--- src/rtl/cpu_pkg.sv ---
// Shared core definitions: control-bundle layout, opcodes and the
// update selector used by the ID/EX register.
package cpu_pkg;

   localparam int unsigned CTRL_W         = 8;
   localparam int unsigned CTRL_BRANCH    = 7;
   localparam int unsigned CTRL_MEMWRITE  = 6;
   localparam int unsigned CTRL_MEMREAD   = 5;
   localparam int unsigned CTRL_MEMTOREG  = 4;
   localparam int unsigned CTRL_REGWRITE  = 3;
   localparam int unsigned CTRL_ALUSRC    = 2;
   localparam int unsigned CTRL_ALUOP_MSB = 1;
   localparam int unsigned CTRL_ALUOP_LSB = 0;

   localparam logic [6:0] OP_RTYPE = 7'b0110011;
   localparam logic [6:0] OP_ITYPE = 7'b0010011;
   localparam logic [6:0] OP_LW    = 7'b0000011;
   localparam logic [6:0] OP_SW    = 7'b0100011;
   localparam logic [6:0] OP_BEQ   = 7'b1100011;

   typedef struct packed {
      logic       branch;
      logic       mem_write;
      logic       mem_read;
      logic       mem_to_reg;
      logic       reg_write;
      logic       alu_src;
      logic [1:0] alu_op;
   } ctrl_t;

   typedef enum logic [1:0] {
      UPD_HOLD,
      UPD_FLUSH,
      UPD_BUBBLE,
      UPD_CAPTURE
   } upd_e;

endpackage

--- src/rtl/id_ex_hazard_stage_if.sv ---
// ID-side inputs, hazard handshake and EX-side outputs of the ID/EX stage.
interface id_ex_hazard_stage_if #(
   parameter int unsigned XLEN  = 32,
   parameter int unsigned RA_W  = 5,
   parameter int unsigned CNT_W = 16
);
   import cpu_pkg::*;

   logic [CTRL_W-1:0] ctrl_i;
   logic [XLEN-1:0]   rs1_data_i;
   logic [XLEN-1:0]   rs2_data_i;
   logic [XLEN-1:0]   imm_i;
   logic [XLEN-1:0]   pc_i;
   logic [9:0]        funct_i;
   logic [RA_W-1:0]   rs1_i;
   logic [RA_W-1:0]   rs2_i;
   logic [RA_W-1:0]   rd_i;
   logic              uses_rs1_i;
   logic              uses_rs2_i;
   logic              stall_i;
   logic              flush_i;

   logic              noop_o;
   logic              pc_write_o;
   logic              ifid_write_o;
   logic [CTRL_W-1:0] ex_ctrl_o;
   logic [XLEN-1:0]   ex_rs1_data_o;
   logic [XLEN-1:0]   ex_rs2_data_o;
   logic [XLEN-1:0]   ex_imm_o;
   logic [XLEN-1:0]   ex_pc_o;
   logic [9:0]        ex_funct_o;
   logic [RA_W-1:0]   ex_rs1_o;
   logic [RA_W-1:0]   ex_rs2_o;
   logic [RA_W-1:0]   ex_rd_o;
   logic              ex_valid_o;
   logic [CNT_W-1:0]  stall_cnt_o;
   logic [CNT_W-1:0]  bubble_cnt_o;

   modport master (
      output ctrl_i, rs1_data_i, rs2_data_i, imm_i, pc_i, funct_i,
             rs1_i, rs2_i, rd_i, uses_rs1_i, uses_rs2_i, stall_i, flush_i,
      input  noop_o, pc_write_o, ifid_write_o, ex_ctrl_o, ex_rs1_data_o,
             ex_rs2_data_o, ex_imm_o, ex_pc_o, ex_funct_o, ex_rs1_o,
             ex_rs2_o, ex_rd_o, ex_valid_o, stall_cnt_o, bubble_cnt_o
   );

   modport slave (
      input  ctrl_i, rs1_data_i, rs2_data_i, imm_i, pc_i, funct_i,
             rs1_i, rs2_i, rd_i, uses_rs1_i, uses_rs2_i, stall_i, flush_i,
      output noop_o, pc_write_o, ifid_write_o, ex_ctrl_o, ex_rs1_data_o,
             ex_rs2_data_o, ex_imm_o, ex_pc_o, ex_funct_o, ex_rs1_o,
             ex_rs2_o, ex_rd_o, ex_valid_o, stall_cnt_o, bubble_cnt_o
   );

endinterface

--- src/rtl/id_ex_hazard_stage_sat_counter.sv ---
// Saturating up-counter with asynchronous active-low clear; sticks at all-ones.
module sat_counter #(
   parameter int unsigned CNT_W = 16
) (
   input  logic             clk_i,
   input  logic             rst_i,
   input  logic             inc_i,
   output logic [CNT_W-1:0] cnt_o
);

   logic [CNT_W-1:0] cnt_q;
   logic [CNT_W-1:0] cnt_d;

   always_comb begin
      cnt_d = cnt_q;
      if (inc_i && (cnt_q != '1)) begin
         cnt_d = cnt_q + CNT_W'(1);
      end
   end

   always_ff @(posedge clk_i or negedge rst_i) begin
      if (!rst_i) begin
         cnt_q <= '0;
      end else begin
         cnt_q <= cnt_d;
      end
   end

   assign cnt_o = cnt_q;

endmodule

--- src/rtl/id_ex_hazard_stage.sv ---
// ID/EX pipeline register with load-use hazard detection, bubble insertion
// on hazard or branch flush, external stall hold and debug counters.
module id_ex_hazard_stage
   import cpu_pkg::*;
#(
   parameter int unsigned XLEN  = 32,
   parameter int unsigned RA_W  = 5,
   parameter int unsigned CNT_W = 16
) (
   input logic                 clk_i,
   input logic                 rst_i,
   id_ex_hazard_stage_if.slave bus
);

   ctrl_t           ctrl_q,     ctrl_d;
   logic [XLEN-1:0] rs1_data_q, rs1_data_d;
   logic [XLEN-1:0] rs2_data_q, rs2_data_d;
   logic [XLEN-1:0] imm_q,      imm_d;
   logic [XLEN-1:0] pc_q,       pc_d;
   logic [9:0]      funct_q,    funct_d;
   logic [RA_W-1:0] rs1_q,      rs1_d;
   logic [RA_W-1:0] rs2_q,      rs2_d;
   logic [RA_W-1:0] rd_q,       rd_d;
   logic            valid_q,    valid_d;

   logic hazard;
   logic noop;
   upd_e upd;

   // x0 as a load destination never stalls the consumer.
   always_comb begin
      hazard = valid_q & ctrl_q.mem_read & (rd_q != '0) &
               ((bus.uses_rs1_i & (bus.rs1_i == rd_q)) |
                (bus.uses_rs2_i & (bus.rs2_i == rd_q)));
      noop   = hazard & ~bus.flush_i;
   end

   always_comb begin
      if (bus.stall_i) begin
         upd = UPD_HOLD;
      end else if (bus.flush_i) begin
         upd = UPD_FLUSH;
      end else if (hazard) begin
         upd = UPD_BUBBLE;
      end else begin
         upd = UPD_CAPTURE;
      end
   end

   always_comb begin
      ctrl_d     = ctrl_q;
      rs1_data_d = rs1_data_q;
      rs2_data_d = rs2_data_q;
      imm_d      = imm_q;
      pc_d       = pc_q;
      funct_d    = funct_q;
      rs1_d      = rs1_q;
      rs2_d      = rs2_q;
      rd_d       = rd_q;
      valid_d    = valid_q;
      if (upd != UPD_HOLD) begin
         rs1_data_d = bus.rs1_data_i;
         rs2_data_d = bus.rs2_data_i;
         imm_d      = bus.imm_i;
         pc_d       = bus.pc_i;
         funct_d    = bus.funct_i;
         rs1_d      = bus.rs1_i;
         rs2_d      = bus.rs2_i;
         rd_d       = bus.rd_i;
      end
      case (upd)
         UPD_FLUSH, UPD_BUBBLE: begin
            ctrl_d  = '0;
            valid_d = 1'b0;
         end
         UPD_CAPTURE: begin
            ctrl_d  = ctrl_t'(bus.ctrl_i);
            valid_d = (bus.ctrl_i != '0);
         end
         default: ;
      endcase
   end

   always_ff @(posedge clk_i or negedge rst_i) begin
      if (!rst_i) begin
         ctrl_q     <= '0;
         rs1_data_q <= '0;
         rs2_data_q <= '0;
         imm_q      <= '0;
         pc_q       <= '0;
         funct_q    <= '0;
         rs1_q      <= '0;
         rs2_q      <= '0;
         rd_q       <= '0;
         valid_q    <= 1'b0;
      end else begin
         ctrl_q     <= ctrl_d;
         rs1_data_q <= rs1_data_d;
         rs2_data_q <= rs2_data_d;
         imm_q      <= imm_d;
         pc_q       <= pc_d;
         funct_q    <= funct_d;
         rs1_q      <= rs1_d;
         rs2_q      <= rs2_d;
         rd_q       <= rd_d;
         valid_q    <= valid_d;
      end
   end

   sat_counter #(.CNT_W(CNT_W)) u_stall_cnt (
      .clk_i (clk_i),
      .rst_i (rst_i),
      .inc_i (upd == UPD_BUBBLE),
      .cnt_o (bus.stall_cnt_o)
   );

   sat_counter #(.CNT_W(CNT_W)) u_bubble_cnt (
      .clk_i (clk_i),
      .rst_i (rst_i),
      .inc_i ((upd == UPD_BUBBLE) || (upd == UPD_FLUSH)),
      .cnt_o (bus.bubble_cnt_o)
   );

   assign bus.noop_o        = noop;
   assign bus.pc_write_o    = ~bus.stall_i & ~noop;
   assign bus.ifid_write_o  = ~bus.stall_i & ~noop;
   assign bus.ex_ctrl_o     = ctrl_q;
   assign bus.ex_rs1_data_o = rs1_data_q;
   assign bus.ex_rs2_data_o = rs2_data_q;
   assign bus.ex_imm_o      = imm_q;
   assign bus.ex_pc_o       = pc_q;
   assign bus.ex_funct_o    = funct_q;
   assign bus.ex_rs1_o      = rs1_q;
   assign bus.ex_rs2_o      = rs2_q;
   assign bus.ex_rd_o       = rd_q;
   assign bus.ex_valid_o    = valid_q;

endmodule

--- src/flat_wrapper.sv ---
// flat-port wrapper written by rule: the top's interface ports become plain ports
module id_ex_hazard_stage_flat import cpu_pkg::*;
#(
   parameter int unsigned XLEN  = 32,
   parameter int unsigned RA_W  = 5,
   parameter int unsigned CNT_W = 16
)
  (clk_i, rst_i, bus_ctrl_i, bus_rs1_data_i, bus_rs2_data_i, bus_imm_i, bus_pc_i, bus_funct_i, bus_rs1_i, bus_rs2_i, bus_rd_i, bus_uses_rs1_i, bus_uses_rs2_i, bus_stall_i, bus_flush_i, bus_noop_o, bus_pc_write_o, bus_ifid_write_o, bus_ex_ctrl_o, bus_ex_rs1_data_o, bus_ex_rs2_data_o, bus_ex_imm_o, bus_ex_pc_o, bus_ex_funct_o, bus_ex_rs1_o, bus_ex_rs2_o, bus_ex_rd_o, bus_ex_valid_o, bus_stall_cnt_o, bus_bubble_cnt_o);
  id_ex_hazard_stage_if #(.XLEN(XLEN), .RA_W(RA_W), .CNT_W(CNT_W)) bus_i ();
  input logic clk_i;
  input logic rst_i;
  input wire logic [$bits(bus_i.ctrl_i)-1:0] bus_ctrl_i;
  input wire logic [$bits(bus_i.rs1_data_i)-1:0] bus_rs1_data_i;
  input wire logic [$bits(bus_i.rs2_data_i)-1:0] bus_rs2_data_i;
  input wire logic [$bits(bus_i.imm_i)-1:0] bus_imm_i;
  input wire logic [$bits(bus_i.pc_i)-1:0] bus_pc_i;
  input wire logic [$bits(bus_i.funct_i)-1:0] bus_funct_i;
  input wire logic [$bits(bus_i.rs1_i)-1:0] bus_rs1_i;
  input wire logic [$bits(bus_i.rs2_i)-1:0] bus_rs2_i;
  input wire logic [$bits(bus_i.rd_i)-1:0] bus_rd_i;
  input wire logic [$bits(bus_i.uses_rs1_i)-1:0] bus_uses_rs1_i;
  input wire logic [$bits(bus_i.uses_rs2_i)-1:0] bus_uses_rs2_i;
  input wire logic [$bits(bus_i.stall_i)-1:0] bus_stall_i;
  input wire logic [$bits(bus_i.flush_i)-1:0] bus_flush_i;
  output wire logic [$bits(bus_i.noop_o)-1:0] bus_noop_o;
  output wire logic [$bits(bus_i.pc_write_o)-1:0] bus_pc_write_o;
  output wire logic [$bits(bus_i.ifid_write_o)-1:0] bus_ifid_write_o;
  output wire logic [$bits(bus_i.ex_ctrl_o)-1:0] bus_ex_ctrl_o;
  output wire logic [$bits(bus_i.ex_rs1_data_o)-1:0] bus_ex_rs1_data_o;
  output wire logic [$bits(bus_i.ex_rs2_data_o)-1:0] bus_ex_rs2_data_o;
  output wire logic [$bits(bus_i.ex_imm_o)-1:0] bus_ex_imm_o;
  output wire logic [$bits(bus_i.ex_pc_o)-1:0] bus_ex_pc_o;
  output wire logic [$bits(bus_i.ex_funct_o)-1:0] bus_ex_funct_o;
  output wire logic [$bits(bus_i.ex_rs1_o)-1:0] bus_ex_rs1_o;
  output wire logic [$bits(bus_i.ex_rs2_o)-1:0] bus_ex_rs2_o;
  output wire logic [$bits(bus_i.ex_rd_o)-1:0] bus_ex_rd_o;
  output wire logic [$bits(bus_i.ex_valid_o)-1:0] bus_ex_valid_o;
  output wire logic [$bits(bus_i.stall_cnt_o)-1:0] bus_stall_cnt_o;
  output wire logic [$bits(bus_i.bubble_cnt_o)-1:0] bus_bubble_cnt_o;
  assign bus_i.ctrl_i = bus_ctrl_i;
  assign bus_i.rs1_data_i = bus_rs1_data_i;
  assign bus_i.rs2_data_i = bus_rs2_data_i;
  assign bus_i.imm_i = bus_imm_i;
  assign bus_i.pc_i = bus_pc_i;
  assign bus_i.funct_i = bus_funct_i;
  assign bus_i.rs1_i = bus_rs1_i;
  assign bus_i.rs2_i = bus_rs2_i;
  assign bus_i.rd_i = bus_rd_i;
  assign bus_i.uses_rs1_i = bus_uses_rs1_i;
  assign bus_i.uses_rs2_i = bus_uses_rs2_i;
  assign bus_i.stall_i = bus_stall_i;
  assign bus_i.flush_i = bus_flush_i;
  assign bus_noop_o = bus_i.noop_o;
  assign bus_pc_write_o = bus_i.pc_write_o;
  assign bus_ifid_write_o = bus_i.ifid_write_o;
  assign bus_ex_ctrl_o = bus_i.ex_ctrl_o;
  assign bus_ex_rs1_data_o = bus_i.ex_rs1_data_o;
  assign bus_ex_rs2_data_o = bus_i.ex_rs2_data_o;
  assign bus_ex_imm_o = bus_i.ex_imm_o;
  assign bus_ex_pc_o = bus_i.ex_pc_o;
  assign bus_ex_funct_o = bus_i.ex_funct_o;
  assign bus_ex_rs1_o = bus_i.ex_rs1_o;
  assign bus_ex_rs2_o = bus_i.ex_rs2_o;
  assign bus_ex_rd_o = bus_i.ex_rd_o;
  assign bus_ex_valid_o = bus_i.ex_valid_o;
  assign bus_stall_cnt_o = bus_i.stall_cnt_o;
  assign bus_bubble_cnt_o = bus_i.bubble_cnt_o;
  id_ex_hazard_stage #(.XLEN(XLEN), .RA_W(RA_W), .CNT_W(CNT_W)) u_core (.clk_i(clk_i), .rst_i(rst_i), .bus(bus_i));
endmodule
--- config.mk ---
export PLATFORM = sky130hd
export DESIGN_NAME = id_ex_hazard_stage_flat
export DESIGN_NICKNAME = d
export VERILOG_FILES = /design/src/rtl/cpu_pkg.sv /design/src/rtl/id_ex_hazard_stage_if.sv /design/src/rtl/id_ex_hazard_stage_sat_counter.sv /design/src/rtl/id_ex_hazard_stage.sv /design/src/flat_wrapper.sv
export SDC_FILE = /design/constraint.sdc
export NUM_CORES = 1
export LEC_CHECK = 0
export ABC_AREA = 1
export CORE_MARGIN = 8
export CORE_UTILIZATION = 42
export CTS_CLUSTER_SIZE = 12
export DETAILED_ROUTE_END_ITERATION = 10
export PLACE_DENSITY = 0.8
export SETUP_SLACK_MARGIN = 0.1
export SYNTH_ARGS = -nofsm -noshare
export SYNTH_HDL_FRONTEND = slang
export SYNTH_SLANG_ARGS = --single-unit
--- constraint.sdc ---
create_clock -name clk_i -period 2.6 [get_ports clk_i]
set_input_delay 0.52 -clock clk_i [delete_from_list [all_inputs] [get_ports clk_i]]
set_output_delay 0.52 -clock clk_i [all_outputs]
set_load 0.02 [all_outputs]
# == Yosys cells after proc, flatten, opt, wreduce, memory -nomap -nowiden ==
# Index checks and enable logic that the tools add are counted.
# classes
muxes,5
eq_ne,7
bitwise,11
addsub,2
n_reduce_logical,8
# op_table
operator,count
"16-bit by 1-bit adder with 16-bit output, second input constant",2
"16-bit inequality test, second input constant",2
8-bit one-hot mux with 2 select lines,1
5-bit == test,2
8-bit nonzero test,1
1-bit AND,7
5-bit nonzero test,1
"2-bit == test, second input constant",2
2-bit 2-to-1 mux,2
2-bit nonzero test,2
1-bit inverter,3
"2-bit by 1-bit == test with 1-bit output, second input constant",1
1-bit logical AND,2
1-bit one-hot mux with 2 select lines,1
2-bit OR reduction,1
1-bit logical OR,1
1-bit 2-to-1 mux,1
1-bit OR,1
# word_totals
input_bits,167
out_inout_bits,197
elab_cells,51
reg_bits,194

# == Logic depth before layout (Yosys ltp) ==
# Gate-level depths: netlist of run 1.
# depth
word_depth,10
depth_mapped,15
mapped_depth_nobuf,13

# == Cells and area by module ==
# From an unflattened synthesis of run 1, not the netlist that was laid out.
# hier_totals
cells_unflattened,1039
area_unflattened_um2,8476.9
# modules_own_cells
mod,area_per_inst_um2,instances,cells_each,seq_area_each_um2
id_ex_hazard_stage,6359.8,1,741,4053.9
sat_counter,1058.5,2,149,400.4

# == Least setup slack after synthesis of run 1 ==
# Ideal clock, no wire load.
# synth_timing
kind,input port to output port
from,input bus_rs2_i[0]
to,output bus_pc_write_o
setup_slack_ns,0.563
cell_stages,8
path_buffers,1
arrival_time_ns,1.517
t_required_ns,2.080
cell_sequence,inv_1 nand2_1 nand2_1 nor2_1 nand3_1 nand2_1 a21oi_1 buf_4
# synth_between
elab_chain_len,7
# synth_lines
element,line,source
"start, declared",flat_wrapper.sv:19,input wire logic [$bits(bus_i.rs2_i)-1:0] bus_rs2_i;
5-bit == test,id_ex_hazard_stage.sv:34,(bus.uses_rs2_i & (bus.rs2_i == rd_q)));
1-bit AND,id_ex_hazard_stage.sv:34,
1-bit OR,id_ex_hazard_stage.sv:33,((bus.uses_rs1_i & (bus.rs1_i == rd_q)) |
1-bit AND,id_ex_hazard_stage.sv:32,hazard = valid_q & ctrl_q.mem_read & (rd_q != '0) &
1-bit AND,id_ex_hazard_stage.sv:35,noop = hazard & ~bus.flush_i;
1-bit inverter,n/a,
1-bit AND,n/a,
"end, declared",flat_wrapper.sv:26,output wire logic [$bits(bus_i.pc_write_o)-1:0] bus_pc_write_o;
# Every way passes these cells.

# == Worst setup path in the final report of run 1 ==
# layout_timing
from,input bus_rs1_i[2]
to,output bus_pc_write_o
# layout_between
elab_chain_len,7
# layout_lines
element,line,source
"start, declared",flat_wrapper.sv:18,input wire logic [$bits(bus_i.rs1_i)-1:0] bus_rs1_i;
5-bit == test,id_ex_hazard_stage.sv:33,
1-bit AND,id_ex_hazard_stage.sv:33,
1-bit OR,id_ex_hazard_stage.sv:33,
1-bit AND,id_ex_hazard_stage.sv:32,
1-bit AND,id_ex_hazard_stage.sv:35,
1-bit inverter,id_ex_hazard_stage.sv:125,assign bus.pc_write_o = ~bus.stall_i & ~noop;
1-bit AND,id_ex_hazard_stage.sv:125,
# Every way passes these cells.

==> run metrics, run 1 <==
PortBufs=363; net load switching power=2510 uW; Worst Tran Pin Value=0.603 ns; DR pass1 iterations=5; Num CTS Buffers=17; top cell type's share of synthesized area=between 50% and 60%; gr usage total=22.6%; antenna cell count=0; DR iter-0 viols=roughly 440; combinational cell fraction of total power=24.6%; Slowest-stage cell, CP=clkdlybuf4s50_1; cell with the most instances after synthesis=nand2_1; Placed Cells incl. Taps=1,642; Int Power=5690 uW; Routed Wire Length=27.6 mm; RSZ-0062 raised after global routing=no; synthesized flop and latch total=approximately 190; Max Freq=418 MHz; die width=157 microns; clk_lat worst skew=0.43 ns; average routed wire per standard cell=16.5 microns; synthesized area=8310 sq um; gpl congestion=about 0.93; status=complete, no violations; final setup fails=0; post-place instance area=12,500 sq um; Net Sw Frac=30.6%; CTS clock-pin slew for the worst setup and hold paths=0.08 ns; ANT nets after route=0; sequential fraction of the synthesis area=between 50% and 60%; CTS Buffer Depth=2; global-route wire length before repair=43.3 mm; FP Rows=a little over 50; Startpoint Class=input pin; Yosys cell types=24; root buffer cell=clkbuf_16; Die Area=about 25,000 sq um; Layout Cells excl Fill=1,675; clk sinks=194; initial antenna violation count=1; CP max stage delay=0.42 ns; Core ar.=19,500 sq um; most frequent cells after synthesis=nand2_1, dfrtp_1, inv_1; Yosys top cell by area=dfrtp_1; Synth Instances=1,023; share of power burned in registers=43.3%; die height=around 160 microns; max cap viols=0; critical path cell sequence=clkdlybuf4s50_1 -> inv_1 -> nand2_1 -> nand2_1 -> nor2_1 -> nand3_1 -> nand2_2 -> a21oi_4 -> clkdlybuf4s15_2; hold_buf cts=0; via count=7,910; fraction of layout cells with a size suffix above 1=6.24%; synth warn=0; CP Capture Type=output port; Syn Nets=1,195; Arr. time, crit path=1.87 ns; gr ovfl total=0; syn avg cell area=8.12 sq um; worst slew margin relative to its limit=59.8%; Crit Path Max Fanout=3; CTS H-tree lvls=4; number of global-route vias before repair=8,026; Post-Layout Inst Area=around 13,000 sq um; clock share of power=32.2%; fillers=1,544; Vias/cell=4.72; post-synthesis async set-or-reset flop share=100%; Main synth FF type=dfrtp_1; Final Critical Period=between 2 and 2.5 ns; initial core utilization=42.7%; Ports=approximately 360; setup TNS=0 ns; CTS tree=yes; largest net degree at the start of global routing=69; crit share post-route=approximately 92%; nets@finish=between 1,500 and 2,000; Max VDD drop=0.000393 V; fin util=67.2%; DRC=0; Hold WC Path Type=in2async; clock skew=about 0.015 ns; EDFF count, synth=0; Cell Pwr Density=627 nW/um^2; endpoints failing hold=0; CP most frequent cell=nand2_1; Required @ worst endpoint=2.08 ns; CP Class=in2out; top cells by area, synth=dfrtp_1, nand2_1, inv_1, nor2_1, o21ai_0; P&R area growth vs syn=57.3%; Leak Pwr=between 0.006 and 0.007 uW; max-slew violation count=0; post-DP HPWL=21.0 mm
[path summary, 6_finish.rpt]
| path | start | cells after the start | end | slack [ns] |
|---|---|---|---|---|
| worst max-delay path | bus_rs1_i[2] | 9 | bus_pc_write_o | 0.21 |
| worst min-delay path | rst_i | 1 | u_core.bus.ex_rs2_data_o[5] | 0.1 |
| worst max register to register | u_core.bus.ex_rd_o[3] | 14 | u_core.u_stall_cnt.cnt_o[8] | 0.38 |
| min in group clk_i | u_core.bus.ex_rs1_data_o[20] | 2 | u_core.bus.ex_rs1_data_o[20] | 0.48 |
| max in group asynchronous | rst_i | 2 | u_core.u_bubble_cnt.cnt_o[15] | 1.81 |
| worst min register to register | u_core.bus.ex_rs1_data_o[20] | 2 | u_core.bus.ex_rs1_data_o[20] | 0.48 |
[power by group through the flow]
| stage | sequential, uW | clock, uW | combinational (uW) |
|---|---|---|---|
| 2_1_floorplan | 3940 | 0 | 488 |
| 3_3_place_gp | 3590 | 0 | 2000 |
| 3_5_place_dp | 3600 | 0 | 2030 |
| 4_1_cts | 3550 | 2690 | 2040 |
| 5_1_grt | 3590 | 2840 | 2170 |
| 6_report | 3550 | 2640 | 2010 |
[cell usage in the layout, fill, tap and decap left out, drive strengths merged]
master         count
clkinv             4
o22ai              1
nand4              8
inv               59
ha                 5
nand2            604
nand3             19
dfrtp            194
bufinv             1
nor2              44
buf               34
clkbuf            21
clkdlybuf4s15      1
o21ai             30
nor3               2
xor2              11
xnor2             10
a21oi              2
clkdlybuf4s50    359
clkinvlp           1
[sequential cells by signal, summed over array words and instances (netlist names)]
register                   cells
u_core.bus.ex_rs2_data_o      32
u_core.bus.ex_pc_o            32
u_core.bus.ex_funct_o         10
u_core.u_stall_cnt.cnt_o      16
u_core.bus.ex_ctrl_o           8
u_core.bus.ex_rs2_o            5
u_core.bus.ex_rs1_data_o      32
u_core.bus.ex_rs1_o            5
u_core.bus.ex_rd_o             5
u_core.bus.ex_valid_o          1
u_core.bus.ex_imm_o           32
u_core.u_bubble_cnt.cnt_o     16
[cell type report]
class | instances | area, sq um | area share [%]
inverter | 52 | 198 | 1.51
clock buffer | 19 | 453 | 3.46
sequential | 194 | 4850 | 37.1
timing repair buffer | 396 | 4030 | 30.8
clock inverter | 13 | 138 | 1.05
multi-input combinational | 736 | 3070 | 23.5
tap | 265 | 332 | 2.54
[metal layers]
layer  track usage [%]  up-vias  share of wire (%)
li1                  -     3845                  -
met1              25.6     3726                 39
met2              38.9      295                 50
met4              7.32        2                2.6
met3              8.33       42                8.3
met5                 0        -              0.047
[cells by family after synthesis]
| group | synth area share [%] |
|---|---|
| buffers and inverters | 5.00 |
| XOR/XNOR | 2.21 |
| AO/OA/AOI/OAI | 2.14 |
| flip-flops | 58.4 |
| adder cells (fa/ha/maj) | 0.753 |
| AND/OR/NAND/NOR | 31.5 |
[stage by stage]
stage                     setup WS (ns)  total power [uW]  hold WS [ns]
after floorplan                   0.563              4430         0.224
final                             0.205              8200        0.0972
after detailed placement         -0.341              5630         0.464
after global routing              0.124              8600         0.122
after CTS                        0.0726              8280         0.107
after global placement           -0.326              5590         0.460
[critical path: cells and delay by family]
| family | cells | cell delay, ns |
|---|---|---|
| AOI/OAI and AO/OA | 1 | 0.20 |
| buffers and inverters | 3 | 0.79 |
| and+or+nand+nor | 5 | 0.38 |
[what timing repair did]
item	CTS	global route
buffers inserted	0	1
pin swaps	0	1
gates resized for setup	9	8
endpoints found under the hold margin	0	0
cloned	0	0
endpoints found under the setup margin	3	7
Note: power is estimated with default switching activity, not from simulation.
==> run 2: changes to the inputs <==
--- a/config.mk
+++ b/config.mk
@@ -12,6 +12,7 @@
 export DETAILED_ROUTE_END_ITERATION = 10
 export PLACE_DENSITY = 0.8
 export SETUP_SLACK_MARGIN = 0.1
+export SLEW_MARGIN = 0
 export SYNTH_ARGS = -nofsm -noshare
 export SYNTH_HDL_FRONTEND = slang
 export SYNTH_SLANG_ARGS = --single-unit
==> results of run 2 <==
Same layout as run 1: the final DEF is identical, and so are final timing and power.
